`src/rtl/rf_write_arbiter_if.sv`:
```
// Register-file write arbiter bundle: two writeback requesters in, one
// registered register-file write port and decode hazard status out.
interface rf_write_arbiter_if #(
   parameter int DATA_W = 16,
   parameter int ADDR_W = 3,
   parameter int NREG   = 8
);
   logic              a_valid;
   logic              a_ready;
   logic [ADDR_W-1:0] a_addr;
   logic [DATA_W-1:0] a_data;
   logic              b_valid;
   logic              b_ready;
   logic [ADDR_W-1:0] b_addr;
   logic [DATA_W-1:0] b_data;
   logic              we;
   logic [ADDR_W-1:0] ws;
   logic [DATA_W-1:0] wd;
   logic [NREG-1:0]   pend_mask;
   logic              idle;

   modport master (
      output a_valid, a_addr, a_data, b_valid, b_addr, b_data,
      input  a_ready, b_ready, we, ws, wd, pend_mask, idle
   );

   modport slave (
      input  a_valid, a_addr, a_data, b_valid, b_addr, b_data,
      output a_ready, b_ready, we, ws, wd, pend_mask, idle
   );
endinterface

```
`src/rtl/rf_write_arbiter.sv`:
```
// Oldest-first arbiter between ALU (A) and load (B) writeback, each with a
// one-entry holding buffer, feeding a registered register-file write port.
module rf_write_arbiter #(
   parameter int DATA_W = 16,
   parameter int ADDR_W = 3,
   parameter int NREG   = 8
) (
   input  logic               clk,
   input  logic               reset,
   rf_write_arbiter_if.slave  bus
);
   logic              ha_v_q, ha_v_d, hb_v_q, hb_v_d;
   logic [ADDR_W-1:0] ha_addr_q, hb_addr_q;
   logic [DATA_W-1:0] ha_data_q, hb_data_q;
   logic              a_old_q, a_old_d;
   logic              we_q;
   logic [ADDR_W-1:0] ws_q;
   logic [DATA_W-1:0] wd_q;
   logic              sel_a, sel_b, acc_a, acc_b, a_keep, b_keep;
   logic [NREG-1:0]   pend;

   always_comb begin
      sel_a  = ha_v_q && (!hb_v_q || a_old_q);
      sel_b  = hb_v_q && (!ha_v_q || !a_old_q);
      acc_a  = bus.a_valid && (!ha_v_q || sel_a);
      acc_b  = bus.b_valid && (!hb_v_q || sel_b);
      a_keep = ha_v_q && !sel_a;
      b_keep = hb_v_q && !sel_b;
      ha_v_d = acc_a || a_keep;
      hb_v_d = acc_b || b_keep;
      // A buffer that stays held is always older than anything loaded now;
      // a simultaneous load of both puts A first.
      a_old_d = a_old_q;
      if (acc_a && acc_b)
         a_old_d = 1'b1;
      else if (acc_a)
         a_old_d = !b_keep;
      else if (acc_b)
         a_old_d = a_keep;
      else if (sel_a && b_keep)
         a_old_d = 1'b0;
      else if (sel_b && a_keep)
         a_old_d = 1'b1;
   end

   always_ff @(posedge clk or posedge reset) begin
      if (reset) begin
         ha_v_q    <= 1'b0;
         hb_v_q    <= 1'b0;
         ha_addr_q <= '0;
         hb_addr_q <= '0;
         ha_data_q <= '0;
         hb_data_q <= '0;
         a_old_q   <= 1'b1;
         we_q      <= 1'b0;
         ws_q      <= '0;
         wd_q      <= '0;
      end else begin
         ha_v_q  <= ha_v_d;
         hb_v_q  <= hb_v_d;
         a_old_q <= a_old_d;
         we_q    <= ha_v_q || hb_v_q;
         if (acc_a) begin
            ha_addr_q <= bus.a_addr;
            ha_data_q <= bus.a_data;
         end
         if (acc_b) begin
            hb_addr_q <= bus.b_addr;
            hb_data_q <= bus.b_data;
         end
         if (sel_a) begin
            ws_q <= ha_addr_q;
            wd_q <= ha_data_q;
         end else if (sel_b) begin
            ws_q <= hb_addr_q;
            wd_q <= hb_data_q;
         end
      end
   end

   always_comb begin
      pend = '0;
      for (int unsigned r = 0; r < NREG; r++) begin
         pend[r] = (ha_v_q && ha_addr_q == ADDR_W'(r)) ||
                   (hb_v_q && hb_addr_q == ADDR_W'(r)) ||
                   (we_q   && ws_q      == ADDR_W'(r));
      end
   end

   assign bus.a_ready   = !ha_v_q || sel_a;
   assign bus.b_ready   = !hb_v_q || sel_b;
   assign bus.we        = we_q;
   assign bus.ws        = ws_q;
   assign bus.wd        = wd_q;
   assign bus.pend_mask = pend;
   assign bus.idle      = !ha_v_q && !hb_v_q && !we_q;
endmodule

```
`src/flat_wrapper.sv`:
```
// flat-port wrapper written by rule: the top's interface ports become plain ports
module rf_write_arbiter_flat 
#(
   parameter int DATA_W = 16,
   parameter int ADDR_W = 3,
   parameter int NREG   = 8
)
  (clk, reset, bus_a_valid, bus_a_addr, bus_a_data, bus_b_valid, bus_b_addr, bus_b_data, bus_a_ready, bus_b_ready, bus_we, bus_ws, bus_wd, bus_pend_mask, bus_idle);
  rf_write_arbiter_if #(.DATA_W(DATA_W), .ADDR_W(ADDR_W), .NREG(NREG)) bus_i ();
  input  logic clk;
  input  logic reset;
  input wire logic [$bits(bus_i.a_valid)-1:0] bus_a_valid;
  input wire logic [$bits(bus_i.a_addr)-1:0] bus_a_addr;
  input wire logic [$bits(bus_i.a_data)-1:0] bus_a_data;
  input wire logic [$bits(bus_i.b_valid)-1:0] bus_b_valid;
  input wire logic [$bits(bus_i.b_addr)-1:0] bus_b_addr;
  input wire logic [$bits(bus_i.b_data)-1:0] bus_b_data;
  output wire logic [$bits(bus_i.a_ready)-1:0] bus_a_ready;
  output wire logic [$bits(bus_i.b_ready)-1:0] bus_b_ready;
  output wire logic [$bits(bus_i.we)-1:0] bus_we;
  output wire logic [$bits(bus_i.ws)-1:0] bus_ws;
  output wire logic [$bits(bus_i.wd)-1:0] bus_wd;
  output wire logic [$bits(bus_i.pend_mask)-1:0] bus_pend_mask;
  output wire logic [$bits(bus_i.idle)-1:0] bus_idle;
  assign bus_i.a_valid = bus_a_valid;
  assign bus_i.a_addr = bus_a_addr;
  assign bus_i.a_data = bus_a_data;
  assign bus_i.b_valid = bus_b_valid;
  assign bus_i.b_addr = bus_b_addr;
  assign bus_i.b_data = bus_b_data;
  assign bus_a_ready = bus_i.a_ready;
  assign bus_b_ready = bus_i.b_ready;
  assign bus_we = bus_i.we;
  assign bus_ws = bus_i.ws;
  assign bus_wd = bus_i.wd;
  assign bus_pend_mask = bus_i.pend_mask;
  assign bus_idle = bus_i.idle;
  rf_write_arbiter #(.DATA_W(DATA_W), .ADDR_W(ADDR_W), .NREG(NREG)) u_core (.clk(clk), .reset(reset), .bus(bus_i));
endmodule
```
`config.mk`:
```
export PLATFORM = sky130hd
export DESIGN_NAME = rf_write_arbiter_flat
export DESIGN_NICKNAME = d
export VERILOG_FILES = /design/src/rtl/rf_write_arbiter_if.sv /design/src/rtl/rf_write_arbiter.sv /design/src/flat_wrapper.sv
export SDC_FILE = /design/constraint.sdc
export NUM_CORES = 1
export LEC_CHECK = 0
export ABC_AREA = 0
export BUFFER_PORTS_ARGS = -buffer_cell sky130_fd_sc_hd__buf_4
export CAP_MARGIN = 20
export CORE_UTILIZATION = 45
export DETAILED_ROUTE_END_ITERATION = 10
export PLACE_DENSITY_LB_ADDON = 0.15
export SLEW_MARGIN = 10
export SYNTH_ARGS = -nofsm -noshare
export SYNTH_HDL_FRONTEND = slang
export SYNTH_SLANG_ARGS = --single-unit
```
`constraint.sdc`:
```
create_clock -name clk -period 2.29 [get_ports clk]
set_input_delay 0.458 -clock clk [delete_from_list [all_inputs] [get_ports clk]]
set_output_delay 0.458 -clock clk [all_outputs]
set_load 0.05 [all_outputs]
```
==> run summary, run 1 <==
The flow ran to the end, and the final reports show no timing, DRC or antenna violations. The tools report the placer congestion estimate as 0.8180. Once the clock tree was built, the setup fixing pass inserted 0 buffers.

For this block, the routed nets add up to 5.967 mm of wire. The area fraction of the dominant cell type after synthesis is 0.5457. Clock-pin slew was measured on the worst setup and hold paths at 0.06 ns.

Counting cells, the worst reg-to-reg path comes to 4. The die covers 6431 um^2. The fraction of final layout cells with drive strength greater than 1 is 0.5194.

In the post-synthesis netlist, the biggest area contributors are dfrtp_1, o221a_2, mux2_2. The final number of max-transition violations is 0. The tools report the type of element capturing the critical path as an output pin. 0 antenna diodes ended up in the layout.

Once detailed placement completed, the half-perimeter wirelength came to 4.017 mm. The run gives 0.58 ns as the flop-to-flop setup slack. The tools report the root cell of the clock tree as clkbuf_8. In this run the worst hold path is classified as in -> async. The clock period could shrink to 2.089 ns.

The peak supply drop was 521.5 uV; the global-route usage over all layers was 0.2050. The y dimension of the die came out at 80.20 um. At the worst endpoint, the arrival time is 1.63 ns.

The via count of the first global-routing pass came out at 1879. The first detailed-routing pass took 4 iterations. The clock passes through at most 2 buffers. Global routing finished with a remaining overflow of 0. On the critical path the largest part of the delay comes from flip-flops. For the count of cells resized by post-cts repair, the log shows 0. The filler cells instantiated in the layout total 483. The final clock period utilization by the worst path was 0.9123.

The buffer and inverter count on the worst path is 1, and the largest net degree at the start of global routing is 62. 73 I/O pins were placed. Across the run, the number of max-cap violations was 0.

Setup violations remaining at the end of the flow were counted as 0. Setup repair after global routing left no endpoint under its margin. Dividing the detail-routed wire length by the instance count gives 16.67 um. Using the TritonRoute via totals, the vias-per-cell ratio works out to 5.659. For the pin with the worst max-slew slack, the measured transition is 0.4260 ns.

The signal on the critical path passes through and2b_1, a22oi_1, o31ai_2, buf_4. The largest single stage delay on the critical path is 0.52 ns. The tools report the overall power consumption as 3.665 mW. The utilization after layout is 0.5945.

In this run the remaining antenna-violating nets after routing total 0. The area added between synthesis and finish is 27.92%. The worst slew margin relative to its limit was 0.7150.

The kind of critical path was reg -> out. In this run the number of H-tree levels came out at 3. The count of vias placed by the detailed router came out at 2026. For the final routed database, the setup TNS stands at 0 ns. The tools report the number of clock sinks seen by CTS as 61. The count of different cell masters after synthesis is 35. Across all setup checks in the final design, the least slack found is 0.2008 ns. The tools report the DRC violation count after routing as 0.

The number of nets in the synthesized netlist is 244. Of all cell types, the one taking the most synthesized area is dfrtp_1. In this run the static leakage power is 1.587 nW. The maximum clock skew at final layout is 0.004093 ns, and the synthesized area divided by synthesized cell count is 13.62 um^2. The count of endpoints failing hold in the final timing report is 0, and the part of the Yosys area used for sequential elements is 0.5553.

The effective utilization at floorplan is 0.4647. The run gives 0 as the number of antenna violations at the first check in global routing. Dividing total power by cell area gives a power density of 1041 nW/um^2. The clock latency reported for the late side of the worst-skew pair is 0.33 ns. At the worst endpoint, the required time is 1.83 ns. Input and output buffers added on the ports amount to 72.

The first global-routing pass estimated 9.673 mm of wire. Before CTS, the worst setup slack after placement is 0.5545 ns. Buffers inserted to repair hold after CTS numbered 0. After the first detailed-routing iteration, the DRC count stood at 98. The tools report the Yosys warning count as 0. The tools report the critical register-to-register path endpoint as u_core.bus.wd[8].

TritonCTS built the clock tree. The critical-path cell with the highest stage delay was dfrtp_1. The number of cells produced by synthesis is 202. After floorplanning, the core was sized to cover 5921 um^2.

The startpoint identified for the worst register-to-register timing path is u_core.hb_v_q. The flip-flop and latch count after synthesis is 61, and the final net count is 321. In this run the worst path has a maximum fanout of 13. The die is 80.20 um wide. The run gives 2751 um^2 as the post-synthesis instance area. The worst setup path is launched from a register.

Counting the buffers created by CTS gives 9. The logs give 28 for the number of placement rows and 478.7 MHz for the highest clock frequency the design can meet.
[power breakdown]
group          internal, mW  switching (mW)
Clock                 0.413           0.384
Sequential             1.30           0.206
Combinational         0.531           0.829
[registers in the layout, summed over array words and instances, names as in the netlist]
| register | flops |
|---|---|
| u_core.a_old_q | 1 |
| u_core.bus.wd | 16 |
| u_core.bus.we | 1 |
| u_core.bus.ws | 3 |
| u_core.ha_addr_q | 3 |
| u_core.ha_data_q | 16 |
| u_core.ha_v_q | 1 |
| u_core.hb_addr_q | 3 |
| u_core.hb_data_q | 16 |
| u_core.hb_v_q | 1 |
[per-layer routing]
metal / vias to the layer above / global-route usage / wire length [um]
li1: 919 / - / -
met1: 1028 / 0.2773 / 2639
met2: 66 / 0.3051 / 2898
met3: 13 / 0.05341 / 298
met4: 0 / 0.09821 / 130
met5: - / 0 / 0
[cells in the mapped netlist]
library cell	instances
dfrtp_1	60
o221a_2	19
mux2_2	18
or3_1	18
nand3_1	11
mux2_1	10
mux2_4	10
nand2_1	6
nor2b_1	5
buf_4	4
nor2_1	4
buf_2	3
inv_1	3
nand3b_1	3
nand4_1	3
a22oi_1	2
and2b_1	2
nand2_2	2
nand2_4	2
nand4b_1	2
a211o_1	1
a221oi_1	1
a31oi_1	1
a32oi_1	1
buf_12	1
buf_6	1
clkbuf_1	1
dfstp_2	1
nand2b_2	1
nand3_2	1
nand3b_2	1
o311ai_0	1
o31ai_1	1
or2_2	1
or2b_1	1
[cell usage in the layout, fill, tap and decap left out]
| master | Yosys | layout |
|---|---|---|
| nand3b_1 | 3 | 3 |
| a22oi_1 | 2 | 2 |
| dfrtp_1 | 60 | 60 |
| nand4_1 | 3 | 3 |
| or2_2 | 1 | 1 |
| buf_12 | 1 | 1 |
| inv_2 | 0 | 1 |
| and2b_1 | 2 | 2 |
| or3_1 | 18 | 18 |
| mux2_4 | 10 | 10 |
| nand3b_2 | 1 | 1 |
| a31oi_1 | 1 | 1 |
| mux2_1 | 10 | 10 |
| a211o_1 | 1 | 1 |
| o221a_2 | 19 | 19 |
| dfstp_2 | 1 | 1 |
| clkinv_2 | 0 | 2 |
| clkbuf_1 | 1 | 3 |
| inv_1 | 3 | 2 |
| nand2b_2 | 1 | 1 |
| nand3_1 | 11 | 11 |
| o311ai_2 | 0 | 1 |
| nor2b_1 | 5 | 5 |
| a221oi_1 | 1 | 1 |
| nand2_2 | 2 | 2 |
| nand4b_1 | 2 | 2 |
| nor2_1 | 4 | 4 |
| mux2_2 | 18 | 18 |
| nand3_2 | 1 | 1 |
| buf_4 | 4 | 75 |
| or2b_1 | 1 | 1 |
| nand2_4 | 2 | 2 |
| clkbuf_8 | 0 | 10 |
| a32oi_1 | 1 | 1 |
| nand2_1 | 6 | 6 |
| o31ai_2 | 0 | 1 |
[worst min-delay path, cell delays in order]
cell	delay, ns
buf_4	0.11
inv_2	0.05
buf_12	0.29
[through the flow]
stage | cells | area (um^2) | hold slack [ns]
floorplan | 202 | 2764 | 0.4650
global placement | 343 | 3361 | 0.4817
detailed placement | 343 | 3361 | 0.4832
CTS | 358 | 3520 | 0.1900
global route | 358 | 3520 | 0.2041
finish | 358 | 3520 | 0.1829
[area by class of cell]
class | count | area (um^2) | share of cell area
inverters | 3 | 11.26 | 0.003199
well taps | 75 | 93.84 | 0.02666
clock inverters | 2 | 10.01 | 0.002844
clock buffers | 13 | 148.9 | 0.04230
flip-flops and latches | 61 | 1528 | 0.4341
multi-input cells | 128 | 1145 | 0.3253
repair buffers | 76 | 583.1 | 0.1657
[logic make-up after synthesis]
kind of cell,after synthesis,share of synthesized area
AND/OR/NAND/NOR,63,0.1414
flip-flops,61,0.5553
multiplexers,38,0.1692
AO/OA/AOI/OAI,27,0.1010
buffers and inverters,13,0.03319
[worst max-delay path by stage]
stage | from | to | slack (ns) | cells past startpoint
finish | u_core.hb_v_q | bus_pend_mask[4] | 0.20 | 4
floorplan | u_core.ha_v_q | bus_idle | 0.16 | 4
detailed placement | u_core.hb_v_q | bus_pend_mask[4] | 0.55 | 4
global placement | u_core.ha_v_q | bus_pend_mask[4] | 0.57 | 4
CTS | u_core.hb_v_q | bus_pend_mask[4] | 0.18 | 4
global route | u_core.hb_v_q | bus_pend_mask[4] | 0.1 | 4
No activity file was read; power rests on OpenSTA's default activity.
==> run 2: changes to the inputs <==
--- a/config.mk
+++ b/config.mk
@@ -11,6 +11,7 @@
 export CORE_UTILIZATION = 45
 export DETAILED_ROUTE_END_ITERATION = 10
 export PLACE_DENSITY_LB_ADDON = 0.15
+export RECOVER_POWER = 100
 export SLEW_MARGIN = 10
 export SYNTH_ARGS = -nofsm -noshare
 export SYNTH_HDL_FRONTEND = slang
==> run summary, run 2 (synthesized netlist as in run 1, its figures left out) <==
The flow ran to the end, and the final reports show no timing, DRC or antenna violations. The logs give 343 (unchanged) for the cell total after placement and 1879 (unchanged) for the via count of the first global-routing pass. The run gives 0 (unchanged) as the hold buffer count at CTS. The final wirelength was 6.054 mm (+1.5%); the maximum clock insertion buffer count was 2 (unchanged). The critical path goes through and2b_1, nand3_1, o311ai_2, buf_2.

For the count of cells resized by post-cts repair, the log shows 0 (unchanged). For the total I/O pin count, the log shows 73 (unchanged). TritonCTS built the clock tree.

The number of setup violations in the final report is 0 (unchanged), and the peak supply drop is 511.5 uV (-1.9%). The count of endpoints failing hold in the final timing report came out at 0 (unchanged). The y dimension of the die is 80.20 um (unchanged). The final clock period utilization by the worst path works out to 0.9203 (+0.007990). The power per unit of standard cell area was 1050 nW/um^2 (+0.88%).

Family with the most delay on the worst path: flip-flops. The tools report the worst slew margin relative to its limit as 0.01967 (-0.6953). The global-route usage over all layers came out at 0.2050 (unchanged).

Critical-path cell with the highest stage delay: dfrtp_1. The static power due to leakage was 1.463 nW (-7.8%); the minimum clock period after layout was 2.107 ns (+0.01830 ns). The kind of critical path is reg -> out. The placer congestion estimate came out at 0.8180 (unchanged).

The logs give 1.414 mW (-0.35%) for the reported net switching power and 0 (unchanged) for the max-cap check violation count. The tools report the number of clock sinks seen by CTS as 61 (unchanged). The final number of max-transition violations was 0 (unchanged); the number of antenna violations at the first check in global routing was 0 (unchanged). The kind of start point of the critical path is a register.

The met1 track demand over resource in global routing is 0.2773 (unchanged). The fraction of final layout cells with drive strength greater than 1 is 0.3993 (-0.1201). The flop-to-flop setup slack was 0.26 ns (-0.32 ns); the ratio of routed vias to standard cells was 5.628 (-0.54%). The detailed router's first-iteration violation count is 90 (-8.2%), and the DRC violation count after routing is 0 (unchanged). The iteration count of the initial detailed-routing pass is 4 (unchanged), and the total core area is 5921 um^2 (unchanged). The run gives 0 ns (unchanged) as the final setup TNS. The final net count is 321 (unchanged), and the number of standard cells in the layout, taps in and fillers out is 358 (unchanged). The switching share of power came out at 0.4011 (+0.01394). The tools report the maximum clock skew at final layout as 0.005291 ns (+0.001198 ns).

The combined area of the multi-input logic cells is 1095 um^2 (-4.4%). The total die area was 6431 um^2 (unchanged); the peak per-stage delay on the critical path was 0.57 ns (+0.05 ns). The total overflow reported by the global router is 0 (unchanged). The largest net degree at the start of global routing came out at 62 (unchanged). The wire length per cell was 16.91 um (+1.5%); the highest clock frequency the design can meet was 474.5 MHz (-0.87%).

The run gives 0.1825 ns (-0.01830 ns) as the final critical-path setup slack. The library cell used most frequently in the layout, excluding fill and tap cells, is dfrtp_1. Clock-pin slew reported for the worst setup and hold paths after clock tree synthesis: 0.06 ns (about the same).

Setup repair after global routing left no endpoint under its margin. The final-layout fill cell count was 520 (+7.7%). Critical path required time: 1.83 ns (about the same). The layer flagged by global routing as most heavily used is met2. The area growth from synthesis to layout is 21.96%. The logs give 9.673 mm (unchanged) for the global-route wire length before repair and 0.5668 (-0.02768) for the utilization after layout. For the number of placement rows, the log shows 28 (unchanged). For the cell-internal power, the log shows 2.111 mW (-6.0%). The horizontal die dimension was 80.20 um (unchanged); the largest fanout on the critical path was 13 (unchanged).

The residual antenna-violating net count after detailed routing is 0 (unchanged), and the estimated wirelength of the detail-placed design is 4.017 mm (unchanged). The number of diodes added for antenna fixing was 0 (unchanged). The type of element capturing the critical path was an output pin. The worst setup slack after placement came out at 0.5545 ns (unchanged). The worst flop-to-flop path startpoint was u_core.a_old_q.

The worst path arrival time is 1.65 ns (+0.02 ns). The buffer count from post-CTS setup fixing was 0 (unchanged). The startpoint identified for the worst hold timing path is bus_a_valid.

The sequential cell fraction of total power came out at 0.426 (+0.015). In the layout the commonest cells are dfrtp_1, buf_4, clkbuf_1. The clock latency reported for the late side of the worst-skew pair is 0.34 ns (about the same). The most critical setup path has its startpoint at u_core.hb_v_q. The root cell of the clock tree is clkbuf_8. The area occupied by registers is 1528 um^2 (unchanged). For the met3 routing resource usage after global routing, the log shows 0.05341 (unchanged). The count of buffers from port buffering works out to 72 (unchanged). The worst hold path belongs to the class in -> reg. The slew at the pin closest to its max-slew limit was 1.470 ns (+1.044 ns). The tools report the number of buffers inserted during clock tree synthesis as 9 (unchanged). Count of vias placed by the detailed router: 2015 (-0.54%).

The logs give 0.346 (-0.025) for the portion of total power attributed to combinational logic and 0.4647 (unchanged) for the effective utilization at floorplan. The buffer and inverter count on the worst path was 1 (unchanged); the met2 global-route usage was 0.3051 (unchanged). For the power share of the clock group, the log shows 0.228 (+0.010).

The number of H-tree levels was 3 (unchanged).
[run 2: changes by cell type in the layout (fill, tap and decap cells not counted), sizes merged]
cell    before  now
clkbuf      13   42
buf         76   47
[run 2: final cells by class]
class / instances / share of cell area
Clock inverter: 2 / 0.002983
Clock buffer: 13 / 0.04437
Sequential cell: 61 / 0.4553
Timing Repair Buffer: 76 / 0.1398
Inverter: 3 / 0.003356
Multi-Input combinational cell: 128 / 0.3262
Tap cell: 75 / 0.02796
[run 2: power by group through the flow]
stage / Combinational (mW) / Clock (mW) / Sequential [mW]
2_1_floorplan: 0.668 / 0 / 1.80
3_3_place_gp: 1.35 / 0 / 1.52
3_5_place_dp: 1.37 / 0 / 1.52
4_1_cts: 1.37 / 0.818 / 1.51
5_1_grt: 1.30 / 0.872 / 1.53
6_report: 1.22 / 0.804 / 1.50
[run 2: layer usage]
layer  wire length [um]  vias to the layer above
li1                   -                      920
met2               2895                       72
met3                326                       11
met1               2707                     1012
met5                  0                        -
met4                125                        0
[run 2: path summary, 6_finish.rpt]
check | end | cells past startpoint
max | bus_pend_mask[5] | 4
min | u_core.ha_v_q | 2
max reg2reg | u_core.ha_addr_q[2] | 3
min reg2reg | u_core.hb_data_q[4] | 1
max in group asynchronous | u_core.ha_data_q[0] | 3
min in group asynchronous | u_core.hb_data_q[13] | 3
[run 2: through the flow]
step | power, mW | instance area (um^2) | hold slack (ns)
detailed placement | 2.894 | 3361 | 0.4832
floorplan | 2.464 | 2764 | 0.4650
global placement | 2.874 | 3361 | 0.4817
CTS | 3.696 | 3520 | 0.1900
finish | 3.525 | 3356 | 0.3276
global route | 3.703 | 3356 | 0.3224
